## src/rtl/vx_fetch_pkg.sv

```systemverilog
// Shared types and constants for the fetch request stage.
// The fetch-stage modules take their widths from here.
package vx_fetch_pkg;

    localparam int FETCH_NUM_WARPS   = 4;
    localparam int FETCH_NUM_THREADS = 4;
    localparam int FETCH_XLEN        = 32;
    localparam int FETCH_WORD_SIZE   = 4;

    localparam int NW_BITS         = $clog2(FETCH_NUM_WARPS);
    localparam int WORD_ADDR_WIDTH = FETCH_XLEN - $clog2(FETCH_WORD_SIZE);

    typedef struct packed {
        logic [NW_BITS-1:0]           wid;
        logic [FETCH_XLEN-1:0]        PC;
        logic [FETCH_NUM_THREADS-1:0] tmask;
    } fetch_req_t;

    typedef struct packed {
        logic [NW_BITS-1:0]           wid;
        logic [FETCH_XLEN-1:0]        PC;
        logic [FETCH_NUM_THREADS-1:0] tmask;
        logic [31:0]                  instr;
    } fetch_rsp_t;

endpackage

```

## src/rtl/vx_fetch_meta_ram.sv

```systemverilog
// Per-warp metadata store: one write port, one asynchronous read port, no reset.
module vx_fetch_meta_ram #(
    parameter int DEPTH = 4,
    parameter int WIDTH = 36,
    parameter int AW    = $clog2(DEPTH)
) (
    input  logic             clk,
    input  logic             we,
    input  logic [AW-1:0]    waddr,
    input  logic [WIDTH-1:0] wdata,
    input  logic [AW-1:0]    raddr,
    output logic [WIDTH-1:0] rdata
);

    logic [WIDTH-1:0] mem [DEPTH];

    // Capture {PC, tmask} for a warp when its fetch is issued.
    always_ff @(posedge clk) begin
        if (we) mem[waddr] <= wdata;
    end

    assign rdata = mem[raddr];

endmodule

```

## src/rtl/vx_fetch_req_stage.sv

```systemverilog
// Fetch request stage: issues word-addressed icache requests tagged by warp id,
// parks {PC, tmask} per warp while outstanding and rejoins it with the response.
// Parameters must agree with the widths in vx_fetch_pkg.
module vx_fetch_req_stage
    import vx_fetch_pkg::*;
#(
    parameter int NUM_WARPS   = FETCH_NUM_WARPS,
    parameter int NUM_THREADS = FETCH_NUM_THREADS,
    parameter int XLEN        = FETCH_XLEN,
    parameter int WORD_SIZE   = FETCH_WORD_SIZE
) (
    input  logic                               clk,
    input  logic                               reset,

    input  logic                               ifetch_req_valid,
    input  logic [NW_BITS-1:0]                 ifetch_req_wid,
    input  logic [XLEN-1:0]                    ifetch_req_PC,
    input  logic [NUM_THREADS-1:0]             ifetch_req_tmask,
    output logic                               ifetch_req_ready,

    output logic                               icache_req_valid,
    output logic [WORD_ADDR_WIDTH-1:0]         icache_req_addr,
    output logic [NW_BITS-1:0]                 icache_req_tag,
    input  logic                               icache_req_ready,

    input  logic                               icache_rsp_valid,
    input  logic [31:0]                        icache_rsp_data,
    input  logic [NW_BITS-1:0]                 icache_rsp_tag,
    output logic                               icache_rsp_ready,

    output logic                               ifetch_rsp_valid,
    output logic [NW_BITS-1:0]                 ifetch_rsp_wid,
    output logic [XLEN-1:0]                    ifetch_rsp_PC,
    output logic [NUM_THREADS-1:0]             ifetch_rsp_tmask,
    output logic [31:0]                        ifetch_rsp_instr,
    input  logic                               ifetch_rsp_ready,

    output logic [$clog2(NUM_WARPS+1)-1:0]     pending_count,
    output logic                               busy
);

    localparam int OFS_W  = $clog2(WORD_SIZE);
    localparam int CNT_W  = $clog2(NUM_WARPS + 1);
    localparam int META_W = XLEN + NUM_THREADS;

    fetch_req_t           req_in;
    fetch_rsp_t           rsp_q;
    logic                 req_fire;
    logic                 rsp_fire;
    logic                 cnt_inc;
    logic                 cnt_dec;
    logic [NUM_WARPS-1:0] pending;
    logic [META_W-1:0]    meta_rdata;

    assign req_in = '{wid: ifetch_req_wid, PC: ifetch_req_PC, tmask: ifetch_req_tmask};

    // A warp with a fetch in flight is blocked; a same-cycle response for it
    // does not bypass, so the retry lands one cycle later.
    assign ifetch_req_ready = (!icache_req_valid || icache_req_ready) && !pending[req_in.wid];
    assign req_fire         = ifetch_req_valid && ifetch_req_ready;

    assign icache_rsp_ready = !ifetch_rsp_valid || ifetch_rsp_ready;
    assign rsp_fire         = icache_rsp_valid && icache_rsp_ready;

    vx_fetch_meta_ram #(
        .DEPTH (NUM_WARPS),
        .WIDTH (META_W),
        .AW    (NW_BITS)
    ) meta_ram (
        .clk   (clk),
        .we    (req_fire),
        .waddr (req_in.wid),
        .wdata ({req_in.PC, req_in.tmask}),
        .raddr (icache_rsp_tag),
        .rdata (meta_rdata)
    );

    // Request pipe register: load on accept, hold while the icache stalls.
    always_ff @(posedge clk) begin
        if (reset)                 icache_req_valid <= 1'b0;
        else if (req_fire)         icache_req_valid <= 1'b1;
        else if (icache_req_ready) icache_req_valid <= 1'b0;
        if (req_fire) begin
            icache_req_addr <= req_in.PC[XLEN-1:OFS_W];
            icache_req_tag  <= req_in.wid;
        end
    end

    // Response pipe register: join icache data with the parked metadata.
    always_ff @(posedge clk) begin
        if (reset)                 ifetch_rsp_valid <= 1'b0;
        else if (rsp_fire)         ifetch_rsp_valid <= 1'b1;
        else if (ifetch_rsp_ready) ifetch_rsp_valid <= 1'b0;
        if (rsp_fire) begin
            rsp_q <= '{wid:   icache_rsp_tag,
                       PC:    meta_rdata[META_W-1:NUM_THREADS],
                       tmask: meta_rdata[NUM_THREADS-1:0],
                       instr: icache_rsp_data};
        end
    end

    assign ifetch_rsp_wid   = rsp_q.wid;
    assign ifetch_rsp_PC    = rsp_q.PC;
    assign ifetch_rsp_tmask = rsp_q.tmask;
    assign ifetch_rsp_instr = rsp_q.instr;

    // Per-warp outstanding flags; a set for a new fetch wins over a clear.
    always_ff @(posedge clk) begin
        if (reset) begin
            pending <= '0;
        end else begin
            if (rsp_fire) pending[icache_rsp_tag] <= 1'b0;
            if (req_fire) pending[req_in.wid]     <= 1'b1;
        end
    end

    // Only responses that retire a real pending fetch decrement, so a stale
    // tag can never drive the count below zero.
    assign cnt_inc = req_fire;
    assign cnt_dec = rsp_fire && pending[icache_rsp_tag] && (pending_count != '0);

    // Outstanding-access counter.
    always_ff @(posedge clk) begin
        if (reset) begin
            pending_count <= '0;
        end else begin
            case ({cnt_inc, cnt_dec})
                2'b10:   pending_count <= pending_count + CNT_W'(1);
                2'b01:   pending_count <= pending_count - CNT_W'(1);
                default: pending_count <= pending_count;
            endcase
        end
    end

    assign busy = (pending_count != '0);

`ifndef SYNTHESIS
    // Flag stale response tags and misaligned fetch PCs in simulation.
    always @(posedge clk) begin
        if (!reset) begin
            if (rsp_fire)
                assert (pending[icache_rsp_tag])
                else $warning("icache response for idle warp %0d", icache_rsp_tag);
            if (req_fire)
                assert (req_in.PC[OFS_W-1:0] == '0)
                else $warning("misaligned fetch PC %h", req_in.PC);
        end
    end
`endif

endmodule

```

## config.mk

```make
export PLATFORM = sky130hd
export DESIGN_NAME = vx_fetch_req_stage
export DESIGN_NICKNAME = d
export VERILOG_FILES = /design/src/rtl/vx_fetch_pkg.sv /design/src/rtl/vx_fetch_meta_ram.sv /design/src/rtl/vx_fetch_req_stage.sv
export SDC_FILE = /design/constraint.sdc
export NUM_CORES = 1
export LEC_CHECK = 0
export BUFFER_PORTS_ARGS = -buffer_cell sky130_fd_sc_hd__buf_2
export CORE_ASPECT_RATIO = 0.8
export CORE_MARGIN = 5
export CORE_UTILIZATION = 54
export DETAILED_ROUTE_END_ITERATION = 10
export PLACE_DENSITY = 0.85
export REMOVE_ABC_BUFFERS = 1
export SYNTH_ARGS = -nofsm -noshare
export SYNTH_HDL_FRONTEND = slang
export SYNTH_SLANG_ARGS = --single-unit
```

## constraint.sdc

```tcl
create_clock -name clk -period 8 [get_ports clk]
set_input_delay 2.4 -clock clk [delete_from_list [all_inputs] [get_ports clk]]
set_output_delay 2.4 -clock clk [all_outputs]
set_load 0.005 [all_outputs]
```

==> results_dict.tcl <==
set metrics [dict create \
    status "completed" \
    syn_area_per_cell_um2 25.0 \
    cts.sinks 255 \
    crit_type "input port to output port" \
    ys_async_sr_fraction 0 \
    power_density_nw_per_um2 260 \
    place_congestion 0.890 \
    clockBufferDepth 3 \
    crit_top_cell "buf_2" \
    synth_top_area_frac 0.836 \
    hpwl_um 10400 \
    cts_resized 0 \
    htree_num_levels 1 \
    diodes 0 \
    min_from "pending[1]" \
    nNetsFinal 639 \
    die_y_um 124 \
    holdCritPathClass "register to register" \
    synth_top_cell_by_area "edfxtp_1" \
    worst_pin_slew_ns 1.24 \
    synth_compound_area_frac 0.00821 \
    synth_edf_count 246 \
    cp-end-kind "output port" \
    first_pass_iters 4 \
    placementRows 41 \
    critPathBufInv 2 \
    remaining_drc_errors 0 \
    synth-xor-area-share 0.00198 \
    drive_above_1_share 0.447 \
    start_kind "input port" \
    cts_root_buf "clkbuf_16" \
    fin_skew_ns 0.0115 \
    postPlaceCellArea_um2 10000 \
    crit_chain "buf_2, mux4_2, and2b_2, buf_2" \
    port_buffers 187 \
    synth_top_family_by_area "multiplexers" \
    start_util 0.556 \
    final_area_um2 10800 \
    path_max_fanout 6 \
    relSlewSlack 0.169 \
    clkLatencyLatePin_ns 0.50 \
    rr_worst_depth 10 \
    numCtsBuffers 24 \
    min_period_ns 5.84 \
    yosysSeqAreaShare 0.856 \
    via_per_inst 5.35 \
    synthCells 354 \
    yosys_register_bits 255 \
    drt_wl_total_um 16600 \
    setup_violations 0 \
    grt_max_degree 72 \
    drt_iter0_markers 205 \
    crit_end "ifetch_req_ready" \
    cp_slowest_cell "mux4_2" \
    area_delta_synth_final_pct 21.7 \
    overflow 0 \
    r2r_slack_ns 4.99 \
    vias 4234 \
    muxShareOfSynthArea 0.102 \
    synth-simple-area-share 0.0153 \
    multi_input_area_um2 1180 \
    seq_area_um2 7570 \
    hold_violations 0 \
    crit_start "ifetch_req_wid[0]" \
    path_clk_slew_ns 0.07 \
    io_pins 188 \
    die_w_um 153 \
    drv_cap 0 \
    die_area_um2 19000 \
    drv_slew 0 \
    reg2reg_from "ifetch_rsp_valid" \
    max_freq_ghz 0.171 \
    rsz0062_at_grt "false" \
    ant_nets 0 \
    path_delay_family "multiplexers" \
    core_area_um2 15900 \
    synth_warnings 0 \
    timing.setup.tns_ns 0 \
    crit_arrival_ns 3.44 \
    syn_area_um2 8840 \
    first_global_vias 4496 \
    crit_cells 4 \
    peakVddDrop_v 0.000231 \
    n_fill_cell 1011 \
    yosysUniqueCellTypes 30 \
    post-cts-setup-buffer-count 0 \
    synthTopCellsByArea "edfxtp_1 84%, mux4_2 6.6%, mux4_1 3.6%, dfxtp_1 2.0%, buf_6 0.64%" \
    ys_top_cells_by_count "246 x edfxtp_1, 26 x mux4_2, 12 x mux4_1" \
    critPathRequiredTime_ns 5.60 \
    synth_fa_ha_area_frac 0.00368 \
    synth_top_flop_cell "edfxtp_1" \
    post-route-period-util 0.730 \
    cts_tree "done" \
    antenna_found_initial 0 \
    worstReg2RegEnd "pending_count[2]" \
    worst_path_largest_cell_delay_ns 0.57 \
    track_usage 0.172 \
    wl_per_cell_um 21.0 \
    ctsHoldBuffers 0 \
    grt_first_pass_wirelength_um 25700 \
    yosysMostFrequentCell "edfxtp_1" \
    p_leak_nw 3.92 \
]
==> cell type report <==
class                   count  share of cell area
clock buffers              30              0.0579
clock inverters            14              0.0123
inverters                   9             0.00314
multi-input cells          80               0.110
flip-flops and latches    255               0.703
well taps                 215              0.0250
repair buffers            189              0.0884
==> worst register-to-register path, delay by kind of cell, from the launching register on <==
family / cells / cell delay (ns)
AOI/OAI and AO/OA: 1 / 0.19
xor gates and xnor gates: 1 / 0.16
adders and majority gates: 2 / 0.55
buffers and inverters: 2 / 0.79
DFF: 1 / 0.32
and+or+nand+nor: 4 / 0.91
==> how the worst min path moves through the flow <==
| stage | to | slack (ns) | cells past startpoint |
|---|---|---|---|
| finish | pending[1] | 0.53 | 2 |
| CTS | pending[1] | 0.53 | 2 |
| global route | pending[1] | 0.55 | 2 |
| global placement | pending_count[2] | 0.48 | 2 |
| floorplan | pending[1] | 0.46 | 2 |
| detailed placement | pending[1] | 0.52 | 2 |
==> cell families (layout without fill, tap and decap cells) <==
kind of cell    after synthesis  count (layout)
xor+xnor                      2               2
fa+ha+maj                     2               2
flops                       255             255
buf+inv                      19             242
mux                          38              38
simple gates                 26              26
compound gates               12              12
==> where the power goes <==
group	leakage, nW	total (W)	switching, W	internal (W)
registers	2.38	0.00156	0.0000177	0.00154
clock network	0.377	0.00108	0.000460	0.000621
logic	1.17	0.000157	0.0000902	0.0000670
total	3.92	0.00279	0.000567	0.00223
==> cell usage in the layout, fill, tap and decap left out, drive strengths merged <==
cell type    n
nand3        1
xor2         2
nor2b        2
clkbuf      30
nand2b       2
o22ai        1
clkinv      12
dfxtp        9
a211oi       1
o21ai        1
and2b        1
nand4        2
nor3         1
fa           1
inv          9
buf        189
o41ai        1
nand2        4
nor2         8
or2          1
nand4b       1
a21oi        6
bufinv       2
mux4        38
o31ai        2
ha           1
and3         1
edfxtp     246
or3          2
==> registers in the layout, indices dropped and copies added (netlist names) <==
register          cells
icache_req_addr      30
icache_req_tag        2
icache_req_valid      1
ifetch_rsp_PC        32
ifetch_rsp_instr     32
ifetch_rsp_tmask      4
ifetch_rsp_valid      1
ifetch_rsp_wid        2
meta_ram.mem        144
pending               4
pending_count         3
==> layer usage <==
layer	wire [um]	up-vias	global-route usage
met3	1520	22	0.0573
li1	-	1883	-
met5	0	-	0
met4	249	0	0.0304
met2	8020	211	0.280
met1	6850	2118	0.233
==> per-stage QoR <==
stage | hold slack, ns | std cells | total power, W | utilization | worst slack, ns
floorplan | 0.457 | 344 | 0.00164 | - | 0.920
global placement | 0.483 | 748 | 0.00173 | 0.629 | 2.18
detailed placement | 0.516 | 748 | 0.00175 | 0.629 | 2.16
CTS | 0.525 | 792 | 0.00282 | 0.676 | 2.16
global route | 0.549 | 792 | 0.00290 | 0.676 | 2.13
finish | 0.526 | 792 | 0.00279 | 0.676 | 2.16
(Power assumes the default switching activity.)
